## src/rtl/id_ex_stage_if.sv

```systemverilog
// Bus between the decode stage and the ID/EX register: decoded fields in,
// EX/MEM and MEM/WB bypass sources in, ALU-facing EX fields and stall out.
interface id_ex_stage_if #(
    parameter int DW = 32,
    parameter int RW = 5
);
    logic          id_valid;
    logic [RW-1:0] id_rs_addr;
    logic [RW-1:0] id_rt_addr;
    logic [DW-1:0] id_rs_data;
    logic [DW-1:0] id_rt_data;
    logic [DW-1:0] id_imm;
    logic          id_alu_src;
    logic [3:0]    id_alu_cnt;
    logic [4:0]    id_shamt;
    logic [RW-1:0] id_rd_addr;
    logic          id_reg_write;
    logic          id_mem_read;
    logic          id_mem_write;

    logic          exm_reg_write;
    logic [RW-1:0] exm_rd_addr;
    logic [DW-1:0] exm_result;
    logic          wb_reg_write;
    logic [RW-1:0] wb_rd_addr;
    logic [DW-1:0] wb_data;

    logic          stall_o;
    logic          ex_valid;
    logic [3:0]    ex_alu_cnt;
    logic [4:0]    ex_shamt;
    logic [DW-1:0] ex_input1;
    logic [DW-1:0] ex_input2;
    logic [DW-1:0] ex_store_data;
    logic [RW-1:0] ex_rd_addr;
    logic          ex_reg_write;
    logic          ex_mem_read;
    logic          ex_mem_write;

    modport master (
        output id_valid, id_rs_addr, id_rt_addr, id_rs_data, id_rt_data, id_imm,
               id_alu_src, id_alu_cnt, id_shamt, id_rd_addr,
               id_reg_write, id_mem_read, id_mem_write,
               exm_reg_write, exm_rd_addr, exm_result,
               wb_reg_write, wb_rd_addr, wb_data,
        input  stall_o, ex_valid, ex_alu_cnt, ex_shamt, ex_input1, ex_input2,
               ex_store_data, ex_rd_addr, ex_reg_write, ex_mem_read, ex_mem_write
    );

    modport slave (
        input  id_valid, id_rs_addr, id_rt_addr, id_rs_data, id_rt_data, id_imm,
               id_alu_src, id_alu_cnt, id_shamt, id_rd_addr,
               id_reg_write, id_mem_read, id_mem_write,
               exm_reg_write, exm_rd_addr, exm_result,
               wb_reg_write, wb_rd_addr, wb_data,
        output stall_o, ex_valid, ex_alu_cnt, ex_shamt, ex_input1, ex_input2,
               ex_store_data, ex_rd_addr, ex_reg_write, ex_mem_read, ex_mem_write
    );
endinterface

```

## src/rtl/id_ex_stage.sv

```systemverilog
// ID/EX pipeline register with operand bypass and load-use stall detection.
// Define ID_EX_FORWARD_EN for full EX/MEM + MEM/WB bypass; otherwise hazards stall.
module id_ex_stage #(
    parameter int DW = 32,
    parameter int RW = 5
) (
    input  logic         clk,
    input  logic         rst_n,
    input  logic         flush,
    input  logic         hold,
    id_ex_stage_if.slave bus
);
    logic          r_valid;
    logic          r_reg_write;
    logic          r_mem_read;
    logic          r_mem_write;
    logic          r_alu_src;
    logic [3:0]    r_alu_cnt;
    logic [4:0]    r_shamt;
    logic [RW-1:0] r_rd_addr;
    logic [RW-1:0] r_rs_addr;
    logic [RW-1:0] r_rt_addr;
    logic [DW-1:0] r_rs_data;
    logic [DW-1:0] r_rt_data;
    logic [DW-1:0] r_imm;

    logic          w_load_use;
    logic          w_raw_stall;
    logic          w_stall;
    logic [DW-1:0] w_rs_fwd;
    logic [DW-1:0] w_rt_fwd;

    assign w_load_use = bus.id_valid && r_valid && r_mem_read && (r_rd_addr != '0) &&
                        ((r_rd_addr == bus.id_rs_addr) || (r_rd_addr == bus.id_rt_addr));

`ifdef ID_EX_FORWARD_EN
    logic w_rs_exm, w_rs_wb, w_rt_exm, w_rt_wb;

    assign w_rs_exm = bus.exm_reg_write && (bus.exm_rd_addr == r_rs_addr) && (r_rs_addr != '0);
    assign w_rs_wb  = bus.wb_reg_write  && (bus.wb_rd_addr  == r_rs_addr) && (r_rs_addr != '0);
    assign w_rt_exm = bus.exm_reg_write && (bus.exm_rd_addr == r_rt_addr) && (r_rt_addr != '0);
    assign w_rt_wb  = bus.wb_reg_write  && (bus.wb_rd_addr  == r_rt_addr) && (r_rt_addr != '0);

    // EX/MEM is the younger producer, so it wins over MEM/WB.
    assign w_rs_fwd = w_rs_exm ? bus.exm_result : (w_rs_wb ? bus.wb_data : r_rs_data);
    assign w_rt_fwd = w_rt_exm ? bus.exm_result : (w_rt_wb ? bus.wb_data : r_rt_data);
    assign w_raw_stall = 1'b0;
`else
    logic w_rs_hit, w_rt_hit;
    logic w_unused_bypass;

    // No bypass: hold decode until any in-flight producer has written the register file.
    assign w_rs_hit = (bus.id_rs_addr != '0) &&
                      ((r_valid && r_reg_write && (r_rd_addr == bus.id_rs_addr)) ||
                       (bus.exm_reg_write && (bus.exm_rd_addr == bus.id_rs_addr)));
    assign w_rt_hit = (bus.id_rt_addr != '0) &&
                      ((r_valid && r_reg_write && (r_rd_addr == bus.id_rt_addr)) ||
                       (bus.exm_reg_write && (bus.exm_rd_addr == bus.id_rt_addr)));
    assign w_raw_stall = bus.id_valid && (w_rs_hit || w_rt_hit);
    assign w_rs_fwd = r_rs_data;
    assign w_rt_fwd = r_rt_data;
    assign w_unused_bypass = ^{bus.exm_result, bus.wb_data, bus.wb_reg_write,
                               bus.wb_rd_addr, r_rs_addr, r_rt_addr};
`endif

    assign w_stall = w_load_use || w_raw_stall;

    // Valid and side-effecting control: flush > hold > bubble > load.
    always_ff @(posedge clk or negedge rst_n) begin
        if (!rst_n) begin
            r_valid     <= 1'b0;
            r_reg_write <= 1'b0;
            r_mem_read  <= 1'b0;
            r_mem_write <= 1'b0;
        end else if (flush || (!hold && w_stall)) begin
            r_valid     <= 1'b0;
            r_reg_write <= 1'b0;
            r_mem_read  <= 1'b0;
            r_mem_write <= 1'b0;
        end else if (!hold) begin
            r_valid     <= bus.id_valid;
            r_reg_write <= bus.id_reg_write && bus.id_valid;
            r_mem_read  <= bus.id_mem_read  && bus.id_valid;
            r_mem_write <= bus.id_mem_write && bus.id_valid;
        end
    end

    // Data fields load whenever not frozen; they are meaningless while r_valid is low.
    always_ff @(posedge clk or negedge rst_n) begin
        if (!rst_n) begin
            r_alu_src <= 1'b0;
            r_alu_cnt <= '0;
            r_shamt   <= '0;
            r_rd_addr <= '0;
            r_rs_addr <= '0;
            r_rt_addr <= '0;
            r_rs_data <= '0;
            r_rt_data <= '0;
            r_imm     <= '0;
        end else if (flush || !hold) begin
            r_alu_src <= bus.id_alu_src;
            r_alu_cnt <= bus.id_alu_cnt;
            r_shamt   <= bus.id_shamt;
            r_rd_addr <= bus.id_rd_addr;
            r_rs_addr <= bus.id_rs_addr;
            r_rt_addr <= bus.id_rt_addr;
            r_rs_data <= bus.id_rs_data;
            r_rt_data <= bus.id_rt_data;
            r_imm     <= bus.id_imm;
        end
    end

    assign bus.stall_o       = w_stall;
    assign bus.ex_valid      = r_valid;
    assign bus.ex_alu_cnt    = r_alu_cnt;
    assign bus.ex_shamt      = r_shamt;
    assign bus.ex_input1     = w_rs_fwd;
    assign bus.ex_input2     = r_alu_src ? r_imm : w_rt_fwd;
    assign bus.ex_store_data = w_rt_fwd;
    assign bus.ex_rd_addr    = r_rd_addr;
    assign bus.ex_reg_write  = r_reg_write;
    assign bus.ex_mem_read   = r_mem_read;
    assign bus.ex_mem_write  = r_mem_write;
endmodule

```

## src/flat_wrapper.sv

```systemverilog
// flat-port wrapper written by rule: the top's interface ports become plain ports
module id_ex_stage_flat 
#(
    parameter int DW = 32,
    parameter int RW = 5
)
  (clk, rst_n, flush, hold, bus_id_valid, bus_id_rs_addr, bus_id_rt_addr, bus_id_rs_data, bus_id_rt_data, bus_id_imm, bus_id_alu_src, bus_id_alu_cnt, bus_id_shamt, bus_id_rd_addr, bus_id_reg_write, bus_id_mem_read, bus_id_mem_write, bus_exm_reg_write, bus_exm_rd_addr, bus_exm_result, bus_wb_reg_write, bus_wb_rd_addr, bus_wb_data, bus_stall_o, bus_ex_valid, bus_ex_alu_cnt, bus_ex_shamt, bus_ex_input1, bus_ex_input2, bus_ex_store_data, bus_ex_rd_addr, bus_ex_reg_write, bus_ex_mem_read, bus_ex_mem_write);
  id_ex_stage_if #(.DW(DW), .RW(RW)) bus_i ();
  input  logic clk;
  input  logic rst_n;
  input  logic flush;
  input  logic hold;
  input wire logic [$bits(bus_i.id_valid)-1:0] bus_id_valid;
  input wire logic [$bits(bus_i.id_rs_addr)-1:0] bus_id_rs_addr;
  input wire logic [$bits(bus_i.id_rt_addr)-1:0] bus_id_rt_addr;
  input wire logic [$bits(bus_i.id_rs_data)-1:0] bus_id_rs_data;
  input wire logic [$bits(bus_i.id_rt_data)-1:0] bus_id_rt_data;
  input wire logic [$bits(bus_i.id_imm)-1:0] bus_id_imm;
  input wire logic [$bits(bus_i.id_alu_src)-1:0] bus_id_alu_src;
  input wire logic [$bits(bus_i.id_alu_cnt)-1:0] bus_id_alu_cnt;
  input wire logic [$bits(bus_i.id_shamt)-1:0] bus_id_shamt;
  input wire logic [$bits(bus_i.id_rd_addr)-1:0] bus_id_rd_addr;
  input wire logic [$bits(bus_i.id_reg_write)-1:0] bus_id_reg_write;
  input wire logic [$bits(bus_i.id_mem_read)-1:0] bus_id_mem_read;
  input wire logic [$bits(bus_i.id_mem_write)-1:0] bus_id_mem_write;
  input wire logic [$bits(bus_i.exm_reg_write)-1:0] bus_exm_reg_write;
  input wire logic [$bits(bus_i.exm_rd_addr)-1:0] bus_exm_rd_addr;
  input wire logic [$bits(bus_i.exm_result)-1:0] bus_exm_result;
  input wire logic [$bits(bus_i.wb_reg_write)-1:0] bus_wb_reg_write;
  input wire logic [$bits(bus_i.wb_rd_addr)-1:0] bus_wb_rd_addr;
  input wire logic [$bits(bus_i.wb_data)-1:0] bus_wb_data;
  output wire logic [$bits(bus_i.stall_o)-1:0] bus_stall_o;
  output wire logic [$bits(bus_i.ex_valid)-1:0] bus_ex_valid;
  output wire logic [$bits(bus_i.ex_alu_cnt)-1:0] bus_ex_alu_cnt;
  output wire logic [$bits(bus_i.ex_shamt)-1:0] bus_ex_shamt;
  output wire logic [$bits(bus_i.ex_input1)-1:0] bus_ex_input1;
  output wire logic [$bits(bus_i.ex_input2)-1:0] bus_ex_input2;
  output wire logic [$bits(bus_i.ex_store_data)-1:0] bus_ex_store_data;
  output wire logic [$bits(bus_i.ex_rd_addr)-1:0] bus_ex_rd_addr;
  output wire logic [$bits(bus_i.ex_reg_write)-1:0] bus_ex_reg_write;
  output wire logic [$bits(bus_i.ex_mem_read)-1:0] bus_ex_mem_read;
  output wire logic [$bits(bus_i.ex_mem_write)-1:0] bus_ex_mem_write;
  assign bus_i.id_valid = bus_id_valid;
  assign bus_i.id_rs_addr = bus_id_rs_addr;
  assign bus_i.id_rt_addr = bus_id_rt_addr;
  assign bus_i.id_rs_data = bus_id_rs_data;
  assign bus_i.id_rt_data = bus_id_rt_data;
  assign bus_i.id_imm = bus_id_imm;
  assign bus_i.id_alu_src = bus_id_alu_src;
  assign bus_i.id_alu_cnt = bus_id_alu_cnt;
  assign bus_i.id_shamt = bus_id_shamt;
  assign bus_i.id_rd_addr = bus_id_rd_addr;
  assign bus_i.id_reg_write = bus_id_reg_write;
  assign bus_i.id_mem_read = bus_id_mem_read;
  assign bus_i.id_mem_write = bus_id_mem_write;
  assign bus_i.exm_reg_write = bus_exm_reg_write;
  assign bus_i.exm_rd_addr = bus_exm_rd_addr;
  assign bus_i.exm_result = bus_exm_result;
  assign bus_i.wb_reg_write = bus_wb_reg_write;
  assign bus_i.wb_rd_addr = bus_wb_rd_addr;
  assign bus_i.wb_data = bus_wb_data;
  assign bus_stall_o = bus_i.stall_o;
  assign bus_ex_valid = bus_i.ex_valid;
  assign bus_ex_alu_cnt = bus_i.ex_alu_cnt;
  assign bus_ex_shamt = bus_i.ex_shamt;
  assign bus_ex_input1 = bus_i.ex_input1;
  assign bus_ex_input2 = bus_i.ex_input2;
  assign bus_ex_store_data = bus_i.ex_store_data;
  assign bus_ex_rd_addr = bus_i.ex_rd_addr;
  assign bus_ex_reg_write = bus_i.ex_reg_write;
  assign bus_ex_mem_read = bus_i.ex_mem_read;
  assign bus_ex_mem_write = bus_i.ex_mem_write;
  id_ex_stage #(.DW(DW), .RW(RW)) u_core (.clk(clk), .rst_n(rst_n), .flush(flush), .hold(hold), .bus(bus_i));
endmodule
```

## config.mk

```make
export PLATFORM = sky130hd
export DESIGN_NAME = id_ex_stage_flat
export DESIGN_NICKNAME = d
export VERILOG_FILES = /design/src/rtl/id_ex_stage_if.sv /design/src/rtl/id_ex_stage.sv /design/src/flat_wrapper.sv
export SDC_FILE = /design/constraint.sdc
export NUM_CORES = 1
export LEC_CHECK = 0
export CAP_MARGIN = 10
export CORE_AREA = 2 2 125 127
export DETAILED_ROUTE_END_ITERATION = 7
export DIE_AREA = 0 0 127 129
export MAX_ROUTING_LAYER = met4
export PLACE_DENSITY = 0.76
export SLEW_MARGIN = 20
export SYNTH_ARGS = -nofsm -noshare
export SYNTH_HDL_FRONTEND = slang
export SYNTH_SLANG_ARGS = --single-unit
export TNS_END_PERCENT = 100
```

## constraint.sdc

```tcl
create_clock -name clk -period 6.5 [get_ports clk]
set_clock_uncertainty 0.2 [all_clocks]
set_input_delay 1.625 -clock clk [delete_from_list [all_inputs] [get_ports clk]]
set_output_delay 1.625 -clock clk [all_outputs]
set_load 0.02 [all_outputs]
```

==> summary.md <==
| Metric | Value |
|---|---|
| Status | finished clean |
| Fmax | 0.178 GHz |
| Worst EP required | 4.68 ns |
| Number of synthesized flops with an enable pin | 0 |
| Static leakage | 0.00393 uW |
| Sequential area share after synthesis | 0.578 |
| Final worst-path cycle share | 0.863 |
| Setup repair after global routing missed its margin | no |
| CP bufs+invs | 2 |
| Synthesized Nets | 770 |
| GRT Residual Overflow | 0 |
| Synth Register Bits | 115 |
| Worst r2r src | u_core.bus.ex_rd_addr[1] |
| Setup TNS | 0 ns |
| Min Hold Slack | 0.261 ns |
| Worst Hold Class | reg2reg |
| CTS Buf Count | 17 |
| Ys async rst share | 1.00 |
| Starting density of the core | 0.332 |
| Final Slew Violations | 0 |
| Final GP Congestion | 0.853 |
| Post-DP Area | 7650 um2 |
| Fillers | 1330 |
| Via count | approximately 4500 |
| Final instance area | 8280 um2 |
| Syn avg cell area | between 8 and 9 um2 |
| Number of port buffers | about 250 |
| Main area contributors after synthesis | dfrtp_1, nand2_1, mux2_2, xor2_1, clkbuf_1 |
| Share of layout cells above drive strength 1 | 0.0889 |
| Die footprint | 16400 um2 |
| GRT Resource Usage Total | 0.187 |
| N_diodes | 0 |
| Max incr delay on CP | ~0.54 ns |
| Setup Fix Bufs, Post-CTS | 0 |
| Initial DRC Count | 210 |
| Worst r2r path cells | 5 |
| Hold Path Depth | 2 |
| Clock slew at reported path FFs | 0.05 ns |
| Post-route ant nets | 0 |
| CTS Sinks | 115 |
| Post-placement cell count | 977 |
| WS Path Type | in2out |
| Worst path slowest cell | clkdlybuf4s50_1 |
| Critical Path AT | 3.79 ns |
| Yosys warning count | 0 |
| CTS Root Cell | clkbuf_16 |
| Synth top area share | 0.578 |
| Min Tclk post-route | 5.61 ns |
| Clk buf depth | 2 |
| CTS tree | built |
| Via density | 4.49 |
| Core area | between 10000 and 15000 um2 |
| Util after Layout | 0.553 |
| Non-Filler Instances | 1009 |
| Area grow syn2layout | 66.3% |
| DR pass1 iterations | 4 |
| Mapped cell area | roughly 5000 um2 |
| Final number of hold-violating endpoints | 0 |
| Die Wd | ~130 um |
| DRC | 0 |
| Cts repair resizes | 0 |
| Cell with the most instances after synthesis | nand2_1 |
| Most frequent cell on the critical path | clkdlybuf4s50_1 |
| Final Setup Violations | 0 |
| CP top delay family | buffers and inverters |
| Actual slew at the worst max-slew pin | 0.888 ns |
| DP HPWL | 10.2 mm |
| Cts hold-fix bufs | 0 |
| Worst setup path start | bus_id_rs_addr[1] |
| Critical Path Stages | 7 |
| Max-cap violations | 0 |
| Post-synth top cells | nand2_1, dfrtp_1, mux2_2 |
| Max FO, Critical Path | 5 |
| Vias in the first global route | roughly 4600 |
| Distinct cells, synth | 23 |
| Worst IR drop on VDD | 143 uV |
| Die Ht | 129 um |
| Row cnt | 45 |
| Initial antenna violation count | 0 |
| Critical Path Start Type | input port |
| Min-delay src | u_core.bus.ex_input1[31] |
| Cells after Synth | 565 |
| Power Density | 273 nW/um2 |
| Relative slew margins | 0.406 |
| Pin count of the biggest net entering global routing | 81 |
| Routed wire length | 14.6 mm |
| First-pass GRT wire length | 23.2 mm |
| Wirelength per Cell | 14.4 um |
| Cell breakdown of the critical path | clkdlybuf4s50_1 -> nor4_1 -> a211oi_1 -> a22oi_1 -> nand3_2 -> and2_2 -> clkdlybuf4s50_1 |
| Synth area leader | dfrtp_1 |
| Htree depth | 4 |
| # IOs | 320 |
| Final nets | 1013 |
| Later-pin clock latency in the skew report | 0.40 ns |
| Crit path capture type | primary output |
| Main synth FF type | dfrtp_1 |
-- report_power, final --
part           leakage, uW  total (uW)  switching (uW)  internal (uW)
clock network     0.000295         984             334            650
logic              0.00225         453             213            240
registers          0.00138         821            45.5            775
total              0.00393        2260             592           1670
-- cells in the final DEF (no fill, tap or decap), drive strengths merged, types with 2 or more instances in the layout --
cell           netlist  routed
clkinv               0       4
a211oi               2       2
xnor2                4       4
nor3                 2       2
clkinvlp             0       4
a21oi                2       2
buf                  3       5
mux2                32      32
bufinv               0       4
xor2                16      16
clkbuf              26      19
nand2              339     339
inv                  6       7
dfrtp              115     115
o2111ai              2       2
o31ai                3       3
clkdlybuf4s50        0     248
nor4                 4       4
-- worst register-to-register path, cell delays in order, from the launching register on --
cell and delay [ns]:
dfrtp_1 0.43, or3_1 0.40, o311a_1 0.32, o2111ai_1 0.22
nand3_2 0.15, o31ai_1 0.25
-- cell type report --
type / instances / area [um2] / area share
flip-flops and latches: 115 / 2880 / 0.348
repair buffers: 253 / 2530 / 0.306
multi-input cells: 415 / 1990 / 0.240
clock buffers: 19 / 443 / 0.0535
well taps: 188 / 235 / 0.0284
clock inverters: 13 / 183 / 0.0221
inverters: 6 / 22.5 / 0.00272
-- registers in the layout, summed over array words and instances (netlist names) --
signal	count
u_core.bus.ex_input1	32
u_core.bus.ex_store_data	32
u_core.r_imm	32
u_core.bus.ex_rd_addr	5
u_core.bus.ex_shamt	5
u_core.bus.ex_alu_cnt	4
u_core.bus.ex_mem_read	1
u_core.bus.ex_mem_write	1
u_core.bus.ex_reg_write	1
u_core.bus.ex_valid	1
u_core.r_alu_src	1
-- cells by family after synthesis --
family          count (synthesis)  synth area share
flops                         115             0.578
xor+xnor                       20            0.0352
compound gates                 12            0.0176
buf+inv                        35            0.0264
simple gates                  351             0.271
mux                            32            0.0724
-- path summary, 6_finish.rpt --
check / end / slack [ns]
setup reg to reg: u_core.bus.ex_mem_read / 4.43
hold / removal: u_core.bus.ex_input1[31] / 0.26
max in group asynchronous: u_core.r_alu_src / 4.25
hold reg to reg: u_core.bus.ex_input1[31] / 0.26
setup / recovery: bus_stall_o / 0.89
min in group asynchronous: u_core.bus.ex_input1[0] / 0.86
-- per-layer routing --
| metal | GRT usage | wire length [um] | vias up |
|---|---|---|---|
| met1 | 0.215 | 6120 | 2136 |
| met4 | 0.0763 | 302 | 0 |
| met3 | 0.0449 | 751 | 21 |
| met5 | - | 0 | - |
| met2 | 0.314 | 7400 | 131 |
| li1 | - | - | 2244 |
-- per-stage QoR --
stage / setup WS (ns) / total power, uW
after floorplan: 2.05 / 1020
after global placement: 0.897 / 1280
after detailed placement: 0.875 / 1290
after CTS: 0.864 / 2290
after global routing: 0.748 / 2370
final: 0.889 / 2260
Note: power is estimated with default switching activity, not from simulation.
